--- src/rtl/mmio_timer_led.sv ---
// Bus-mapped LED register plus an 8-bit down-counting interval timer with prescaler,
// expiry flag and interrupt request. One-cycle registered read path, like cpumemory.
module mmio_timer_led #(
  parameter logic [15:0] BASE_ADDR = 16'hFF00,
  parameter logic [7:0]  LED_RESET = 8'h00
) (
  input  logic        clk_i,
  input  logic        reset_i,
  input  logic        mw_i,
  input  logic [15:0] addr_i,
  input  logic [7:0]  data_in_i,
  output logic [7:0]  data_out_o,
  output logic        sel_o,
  output logic [7:0]  led_o,
  output logic        irq_o
);

  localparam logic [2:0] OffLed      = 3'd0;
  localparam logic [2:0] OffCtrl     = 3'd1;
  localparam logic [2:0] OffReload   = 3'd2;
  localparam logic [2:0] OffCount    = 3'd3;
  localparam logic [2:0] OffPrescale = 3'd4;

  logic [7:0] led_q, led_d;
  logic       enable_q, enable_d;
  logic       autoreload_q, autoreload_d;
  logic       irqen_q, irqen_d;
  logic       expired_q, expired_d;
  logic [7:0] reload_q, reload_d;
  logic [7:0] count_q, count_d;
  logic [7:0] prescale_q, prescale_d;
  logic [7:0] psc_q, psc_d;
  logic [7:0] data_out_q, data_out_d;
  logic       sel_q, sel_d;

  logic       hit, wr;
  logic [2:0] off;
  logic       wr_led, wr_ctrl, wr_reload, wr_prescale;
  logic       tick, expire;
  logic [7:0] rdata;

  always_comb begin
    hit         = (addr_i[15:3] == BASE_ADDR[15:3]);
    wr          = hit & mw_i;
    off         = addr_i[2:0];
    wr_led      = wr && (off == OffLed);
    wr_ctrl     = wr && (off == OffCtrl);
    wr_reload   = wr && (off == OffReload);
    wr_prescale = wr && (off == OffPrescale);
    tick        = enable_q && (psc_q == prescale_q);
    // A RELOAD write on a tick edge reloads the counter and suppresses expiry.
    expire      = tick && (count_q == 8'h00) && !wr_reload;
  end

  always_comb begin
    led_d        = wr_led      ? data_in_i : led_q;
    reload_d     = wr_reload   ? data_in_i : reload_q;
    prescale_d   = wr_prescale ? data_in_i : prescale_q;
    autoreload_d = autoreload_q;
    irqen_d      = irqen_q;

    psc_d = psc_q;
    if (enable_q) psc_d = tick ? 8'h00 : psc_q + 8'd1;
    if (wr_reload) psc_d = 8'h00;

    count_d = count_q;
    if (tick) begin
      if (count_q != 8'h00)  count_d = count_q - 8'd1;
      else if (autoreload_q) count_d = reload_q;
    end
    if (wr_reload) count_d = data_in_i;

    // Software writes to CTRL take priority over the one-shot auto-disable.
    enable_d = enable_q;
    if (expire && !autoreload_q) enable_d = 1'b0;
    if (wr_ctrl) begin
      enable_d     = data_in_i[0];
      autoreload_d = data_in_i[1];
      irqen_d      = data_in_i[2];
    end

    // Clear first so that a simultaneous expiry wins.
    expired_d = expired_q;
    if (wr_ctrl && data_in_i[7]) expired_d = 1'b0;
    if (expire) expired_d = 1'b1;
  end

  always_comb begin
    rdata = 8'h00;
    case (off)
      OffLed:      rdata = led_q;
      OffCtrl:     rdata = {expired_q, 4'b0000, irqen_q, autoreload_q, enable_q};
      OffReload:   rdata = reload_q;
      OffCount:    rdata = count_q;
      OffPrescale: rdata = prescale_q;
      default:     rdata = 8'h00;
    endcase
    data_out_d = hit ? rdata : data_out_q;
    sel_d      = hit;
  end

  always_ff @(posedge clk_i) begin
    if (reset_i) begin
      led_q        <= LED_RESET;
      enable_q     <= 1'b0;
      autoreload_q <= 1'b0;
      irqen_q      <= 1'b0;
      expired_q    <= 1'b0;
      reload_q     <= 8'h00;
      count_q      <= 8'h00;
      prescale_q   <= 8'h00;
      psc_q        <= 8'h00;
      data_out_q   <= 8'h00;
      sel_q        <= 1'b0;
    end else begin
      led_q        <= led_d;
      enable_q     <= enable_d;
      autoreload_q <= autoreload_d;
      irqen_q      <= irqen_d;
      expired_q    <= expired_d;
      reload_q     <= reload_d;
      count_q      <= count_d;
      prescale_q   <= prescale_d;
      psc_q        <= psc_d;
      data_out_q   <= data_out_d;
      sel_q        <= sel_d;
    end
  end

  assign data_out_o = data_out_q;
  assign sel_o      = sel_q;
  assign led_o      = led_q;
  assign irq_o      = expired_q & irqen_q;

endmodule

--- config.mk ---
export PLATFORM = sky130hd
export DESIGN_NAME = mmio_timer_led
export DESIGN_NICKNAME = d
export VERILOG_FILES = /design/src/rtl/mmio_timer_led.sv
export SDC_FILE = /design/constraint.sdc
export NUM_CORES = 1
export LEC_CHECK = 0
export BUFFER_PORTS_ARGS = -buffer_cell sky130_fd_sc_hd__buf_2
export CAP_MARGIN = 20
export CORE_MARGIN = 2
export CORE_UTILIZATION = 60
export DETAILED_ROUTE_END_ITERATION = 7
export PLACE_DENSITY = 0.92
export RECOVER_POWER = 25
export SYNTH_ARGS = -nofsm -noshare
export SYNTH_HDL_FRONTEND = slang
export SYNTH_SLANG_ARGS = --single-unit
--- constraint.sdc ---
create_clock -name clk_i -period 6.3 [get_ports clk_i]
set_input_delay 0.63 -clock clk_i [delete_from_list [all_inputs] [get_ports clk_i]]
set_output_delay 0.63 -clock clk_i [all_outputs]
set_load 0.01 [all_outputs]
Yosys cells after proc, flatten, opt, wreduce, memory -nomap -nowiden. Cells that the tools add are included.

Memories: 0. Input bits: 27. Bits in read-only memories: 0. Bits in latches: 0. Bits in writable memories: 0. Register bits after elaboration: 53.

Shift operators: 0. Reductions and logical operators: 20. $mul: 0. Eq/ne operators: 6. Div/mod/pow operators: 0. Muxes and demuxes: 10. Bitwise logic cells: 2. $lt $le $gt $ge: 0. Add/subtract/negate cells: 2.

Operator list (count): 8-bit 2-to-1 mux (5); 8-bit one-hot mux with 5 select lines (1); 13-bit == test (second input constant) (1); 1-bit logical AND (9); 8-bit by 1-bit adder with 8-bit output (second input constant) (1); 8-bit == test (1); 8-bit logical NOT (1); 8-bit nonzero test (1); 8-bit by 1-bit subtractor with 8-bit output (second input constant) (1); 3-bit by 2-bit == test with 1-bit output (second input constant) (2); 2-bit nonzero test (3); 1-bit 2-to-1 mux (4); 3-bit by 1-bit == test with 1-bit output (second input constant) (1); 3-bit == test (second input constant) (1); 3-bit logical NOT (1); 3-bit nonzero test (1); 1-bit bitwise AND (2); 1-bit logical NOT (2); 2-bit AND reduction (1); 2-bit OR reduction (1).

Longest topological paths before layout. Gate-level depths: netlist (run 1).

Depth in word-level cells: 8. Depth in mapped cells: 9.

Least setup slack after synthesis (run 1). No wires, ideal clock.

Path kind: in2reg. Start point: in addr_i[4]. End point: reg prescale_q[0]. Path slack: 3.849 ns. Stages: 6. Path buffers: 1. Required time: 6.172 ns. Arrival: 2.323 ns. Cell sequence: or4_1 nor4_1 buf_2 nand3_1 mux2i_1 nor2_1.

Cells in the longest elaborated chain, start to end: 3.

RTL lines: start: declaration (RTL line 10) `input logic [15:0] addr_i,`; 13-bit == test (RTL line 43) `hit = (addr_i[15:3] == BASE_ADDR[15:3]);`; 1-bit bitwise AND (RTL line 44) `wr = hit & mw_i;`; 1-bit logical AND (RTL line 49) `wr_prescale = wr && (off == OffPrescale);`; end signal: assignment (RTL line 123) `prescale_q <= prescale_d;`; end: declaration (RTL line 31) `logic [7:0] prescale_q, prescale_d;`.

Every way passes these cells. A chain may end at the register's enable or synchronous reset.

Worst setup path in the final report (run 1).
Start point: in addr_i[4]. End point: reg enable_q.

Cells in the longest elaborated chain, start to end: 7. Elaborated cells on any way between the ends: 9. Those cells by class: eq/ne: 1; mux: 1; bitwise: 1; reduce/logical: 6.

RTL lines: 13-bit == test * (RTL line 43); 1-bit bitwise AND * (RTL line 44); 1-bit logical AND (RTL line 48) `wr_reload = wr && (off == OffReload);`; 1-bit logical NOT (RTL line 52) `expire = tick && (count_q == 8'h00) && !wr_reload;`; 1-bit logical AND (RTL line 52); 1-bit logical AND (RTL line 75) `if (expire && !autoreload_q) enable_d = 1'b0;`; 2-bit nonzero test (no line); end signal: assignment (RTL line 117) `enable_q <= enable_d;`; end: declaration (RTL line 25) `logic enable_q, enable_d;`.

Every way passes the cells marked *; elsewhere a longest branch is shown, timed or not.

==> results of run 1 <==
## layer usage
| metal | up-vias | part of all wire (%) | global-route usage (%) |
|---|---|---|---|
| li1 | 1205 | - | - |
| met1 | 1220 | 40 | 37.13 |
| met2 | 129 | 47 | 43.41 |
| met3 | 14 | 9.9 | 8.832 |
| met4 | 0 | 2.3 | 10.48 |
| met5 | - | 0 | 0 |
## worst max-delay path, cell delays in order
cell and delay, ps:
buf_2 90, or4_1 530, nor4_2 260, buf_4 290, nand2_1 500, a311o_1 440
a21oi_1 140
## layout make-up
cell class | count | share of cell area [%]
Multi-Input combinational cell | 245 | 51.00
Sequential cell | 53 | 35.33
Timing Repair Buffer | 45 | 6.875
Clock buffer | 6 | 2.750
Tap cell | 52 | 2.167
Clock inverter | 2 | 1.250
Inverter | 5 | 0.6250
## metrics by stage
stage / cell area [sq um] / total power, uW / cells
global route: 3003 / 620.2 / 408
detailed placement: 2904 / 370.5 / 400
global placement: 2904 / 370.1 / 400
finish: 3003 / 607.3 / 408
floorplan: 2693 / 356.3 / 324
CTS: 3024 / 605.5 / 408
## sequential cells by signal, indices dropped and copies added (netlist names)
signal        count
count_q           8
data_out_o        8
led_o             8
prescale_q        8
psc_q             8
reload_q          8
autoreload_q      1
enable_q          1
expired_q         1
irqen_q           1
sel_o             1
## worst max-delay path by stage
stage               slack [ps]             to
floorplan                 3850  prescale_q[0]
global placement          3490       enable_q
detailed placement        3350       enable_q
CTS                       3660       enable_q
global route              3410     count_q[1]
finish                    3630       enable_q
## cells in the mapped netlist, types with 4 or more instances
| cell | count |
|---|---|
| a211oi_1 | 4 |
| a21oi_1 | 24 |
| a22oi_1 | 4 |
| a2bb2oi_1 | 5 |
| a311oi_1 | 7 |
| and3_1 | 4 |
| clkbuf_1 | 18 |
| dfxtp_1 | 53 |
| inv_1 | 5 |
| mux2_2 | 4 |
| mux2i_1 | 26 |
| nand2_1 | 45 |
| nand3_1 | 5 |
| nor2_1 | 42 |
| o21ai_0 | 6 |
| o22ai_1 | 4 |
| or3_1 | 8 |
| or4_1 | 5 |
| xor2_1 | 15 |
## report_power, final
part | switching, uW | leakage, uW | internal, uW
sequential | 0.00546 | 0.000427 | 335
combinational | 19.4 | 0.000733 | 9.89
clock | 114 | 0.0000574 | 129
total | 133 | 0.00122 | 474
## kinds of logic (layout without fill, tap and decap cells)
| kind of cell | count (synthesis) | after routing | synth area share [%] |
|---|---|---|---|
| flip-flops | 53 | 53 | 39.41 |
| buffers and inverters | 26 | 58 | 3.949 |
| multiplexers | 30 | 30 | 11.34 |
| adder cells (fa/ha/maj) | 3 | 3 | 1.394 |
| XOR/XNOR | 17 | 17 | 5.530 |
| AND/OR/NAND/NOR | 132 | 132 | 23.05 |
| AO/OA/AOI/OAI | 63 | 63 | 15.33 |
==> summary.txt, run 1 <==
Run status
  – Outcome: finished clean

Die
  – Die height: approximately 71 um
  – Die ar.: roughly 5000 sq um
  – Core area: 4324 sq um
  – Initial core utilization: 62.27%
  – I/O pin total: 45
  – Chip width: 70.99 um
  – Cell Rows: 24

Detailed routing
  – Vias per cell: 6.294
  – WL/cell: 16.64 um
  – TritonRoute pass-1 iters: 5
  – Number of remaining DRC errors: 0
  – Via count: 2568
  – Initial DRC Count: 180
  – Final wirelength: 6.788 mm
  – Post-route ant nets: 0

Synth
  – Synthesized instance count: ~320
  – #FFs+latches synth: 53
  – Synthesized Nets: between 300 and 400
  – Ys async rst share: 0%
  – Avg Cell Area, Syn: 8.310 sq um
  – Top-area cell type share of the netlist area: 39.41%
  – Synth top area cells: dfxtp_1 39%, mux2i_1 9.7%, nand2_1 6.3%
  – Synthesized area: 2693 sq um
  – Post-synth EDFFs: 0
  – Main synth FF type: dfxtp_1
  – Yosys cell types: 44
  – Area leader, netlist: dfxtp_1
  – Synth Warn #: 0
  – Post-synthesis sequential area ratio: 39.41%

Critical path
  – WP data required: roughly 6500 ps
  – Arrival @ worst endpoint: 2900 ps
  – Register-to-register setup slack: 3680 ps
  – Reg2reg end: count_q[4]
  – Crit. End Element: register
  – Critical Path Source: addr_i[4]
  – Reg2Reg Depth: 7
  – Peak fanout along the critical path: 23
  – Startpoint types: input port
  – R2r startpoint: count_q[0]
  – CP Class: in -> reg

Global routing
  – Largest net degree at the start of global routing: 48
  – Grt ovf: 0
  – Initial antenna violation count: 0
  – Number of global-route vias before repair: about 2400
  – Global-route wire length before repair: roughly 11 mm
  – GRT Util Overall: 28.13%

Timing
  – Pins Over Slew Limit: 0
  – Final hold slack: 479.1 ps
  – Final setup fails: 0
  – Fin Setup TNS: 0 ps
  – Minimum clock period: between 2000 and 3000 ps
  – Clk_skew: 11.13 ps
  – Hold Vio Cnt, Final: 0
  – Worst-case headroom to the max-slew limit: 43.79%
  – Period utilization: 42.40%
  – Worst Tran Pin Value: 843.1 ps
  – RSZ-0062 raised after global routing: false
  – Setup slack after layout: between 3000 and 4000 ps
  – Max frequency: 374.4 MHz

Final layout
  – Share of layout cells above drive strength 1: 11.80%
  – Fillers: 338
  – Most frequent cells in the layout: 53 x dfxtp_1, 45 x nand2_1, 42 x nor2_1, 27 x buf_2, 26 x mux2i_1
  – Reg area: about 1100 sq um
  – Antenna diode count: 0
  – Area occupied by multi-input gates: between 1500 and 2000 sq um
  – Final net count: ~390
  – Synthesis-to-layout area growth: 11.52%
  – Commonest non-fill, non-tap cell in the layout: dfxtp_1
  – Final core utilization: between 60 and 70%

Clock tree
  – Max Buffers Root-to-Sink: 2
  – CTS Hold Bufs: 0
  – CTS clock-pin slew for the worst setup and hold paths: 100 ps
  – CTS tree: built
  – Cts bufs inserted: 5
  – Postcts setup bufs: 0
  – Clk Latency, worst-skew pair: 310 ps
  – Clock sinks: 53
  – Root Buffer Master: clkbuf_8
  – Post_cts resized: 0
  – H-tree depth: 2

Pwr
  – Leakage: 0.001217 uW
  – PD cells: 202.2 nW/um^2
  – Maximum vdd ir drop: ~140 uV

Placement
  – Pre-CTS setup slack: 3345 ps
  – Dpl hpwl: 4.869 mm
  – RePlAce Congestion: 0.9000
  – IO buf count: 44

Min path
  – Worst Hold Depth: 2
  – Hold crit path type: reg -> reg
  – Hold Path Sink: reload_q[4]
  – Min-delay src: reload_q[4]

Job
  – Max-Cap Viols: 0
Note: power is estimated with default switching activity, not from simulation.
==> run 2, diff against run 1 <==
- CORE_UTILIZATION: 60 -> 50
- PLACE_DENSITY: 0.92 -> 0.83
- clock period: 6.3 -> 2.3 ns (I/O delays scaled with it)
==> run 2 against run 1 <==
Compared with the run above:
- global-route usage is 3.7 points lower
- power increased to 2.6 times the previous value
- first-iteration DRC count increased by 42%
- clock power rose by 140%
- design area is 5.2% higher
- critical path type is now reg -> reg
- critical endpoint is now count_q[5]
==> summary.txt, run 2 (synthesis gave the netlist of run 1 again) <==
Placement
  – RePlAce Congestion: about 0.9
  – Post-DP Area: roughly 3000 sq um
  – Dpl hpwl: roughly 5.2 mm
  – Placed Cells: 433
  – IO buf count: 44

Die
  – I/O pin total: 45
  – Cell Rows: 26
  – Die ar.: about 6000 sq um
  – Die height: 77.39 um
  – Core area: 5140 sq um
  – Chip width: 77.39 um
  – Initial core utilization: 52.39%

Critical path
  – WP buf/inv: 1
  – Startpoint types: register
  – Register-to-register setup slack: between 100 and 150 ps
  – WP data required: between 2000 and 3000 ps
  – Delay-heaviest family, CP: simple AND/OR/NAND/NOR gates
  – CP Class: reg -> reg
  – Arrival @ worst endpoint: ~2400 ps
  – Max incr delay on CP: 510 ps
  – Peak fanout along the critical path: 5
  – Crit. End Element: register
  – Critical Path Slowest Stage Cell: or4_4
  – Critical path, cell by cell: inv_2 > ha_2 > nand2b_1 > or4_4 > and3_1 > or4_1 > a311oi_1

Global routing
  – Initial antenna violation count: 0
  – Largest net degree at the start of global routing: 29
  – GR Util met1: between 30 and 40%
  – Most Used Layer, Global Route: met2
  – GRT Util Overall: 24.38%
  – Number of global-route vias before repair: 2354
  – Met3 Usage GRT: 4.535%
  – Global-route wire length before repair: 11.70 mm
  – Grt ovf: 0
  – M2 GR Usage: between 30% and 40%

Clock tree
  – Root Buffer Master: clkbuf_8
  – CTS tree: built
  – CTS clock-pin slew for the worst setup and hold paths: 90 ps
  – Clk Latency, worst-skew pair: 320 ps
  – Clock sinks: between 50 and 60
  – Max Buffers Root-to-Sink: 2
  – Postcts setup bufs: 0
  – Cts bufs inserted: 5
  – H-tree depth: 2

Timing
  – Pins Over Slew Limit: 0
  – Max frequency: ~450 MHz
  – Period utilization: 95.60%
  – Hold Vio Cnt, Final: 0
  – Worst Tran Pin Value: 470.6 ps
  – Final setup fails: 0
  – Minimum clock period: 2199 ps
  – Clk_skew: 10.04 ps
  – Worst-case headroom to the max-slew limit: a little under 70%

Final layout
  – Commonest non-fill, non-tap cell in the layout: dfxtp_1
  – Antenna diode count: 0
  – Share of layout cells above drive strength 1: 17.79%
  – Non-Filler Instances: 441
  – Final net count: 400
  – Finished Cell Area: 3159 sq um
  – Most frequent cells in the layout: 52 x dfxtp_1, 45 x nand2_1, 42 x nor2_1, 27 x buf_2, 26 x mux2i_1
  – Synthesis-to-layout area growth: 17.33%

Detailed routing
  – WL/cell: 16.56 um
  – Number of remaining DRC errors: 0
  – TritonRoute pass-1 iters: 5
  – Via count: 2550
  – Post-route ant nets: 0
  – Vias per cell: 5.782
  – Initial DRC Count: 256
  – Final wirelength: between 7 and 8 mm

Pwr
  – Leakage: 0.001288 uW
  – PD cells: between 400 and 500 nW/um^2
  – Maximum vdd ir drop: around 340 uV

Run status
  – Outcome: finished clean

Min path
  – Hold crit path type: in -> reg

Job
  – Max-Cap Viols: 0
## run 2: repair_timing
item,in CTS,in global routing
hold buffers,0,0
resized for setup,0,10
setup endpoints to repair,0,6
hold endpoints to repair,0,0
## run 2: layer usage
metal / routed length, um / vias to the layer above
li1: - / 1229
met1: 3193 / 1199
met2: 3376 / 104
met3: 567 / 18
met4: 166 / 0
met5: 0 / -
## run 2: area by class of cell
class                   instances  area (sq um)
repair buffers                 60         322.8
multi-input cells             245          1567
fillers                       489          1981
well taps                      70         87.58
flip-flops and latches         53          1062
inverters                       5         18.77
clock buffers                   7         96.34
clock inverters                 1         5.005
## run 2: metrics by stage
stage	TNS [ps]	utilization (%)	hold slack (ps)	total power (uW)	setup slack, ps
after floorplan	0	-	366.0	976.0	88.48
after global placement	0	59.13	453.4	1015	171.9
after detailed placement	0	59.13	462.5	1016	40.87
after CTS	0	61.10	191.8	1580	13.95
after global routing	-0.5422	61.47	206.2	1620	-0.5422
final	0	61.47	197.0	1580	101.3
## run 2: path summary, 6_finish.rpt
check,from,endpoint,cells past startpoint
setup / recovery,count_q[0],count_q[5],7
setup reg to reg,count_q[0],count_q[5],7
hold / removal,data_in_i[6],reload_q[6],3
hold reg to reg,led_o[3],led_o[3],2
## run 2: report_power, final
part | switching, uW | leakage (uW) | internal [uW]
Sequential | 0.0131 | 0.000427 | 917
Combinational | 51.7 | 0.000806 | 28.2
Clock | 310 | 0.0000542 | 273
## run 2: tightest hold or removal path: cells and delay by family
family	cells	cell delay, ps
buf+inv	1	130
simple gates	1	60
compound gates	1	50
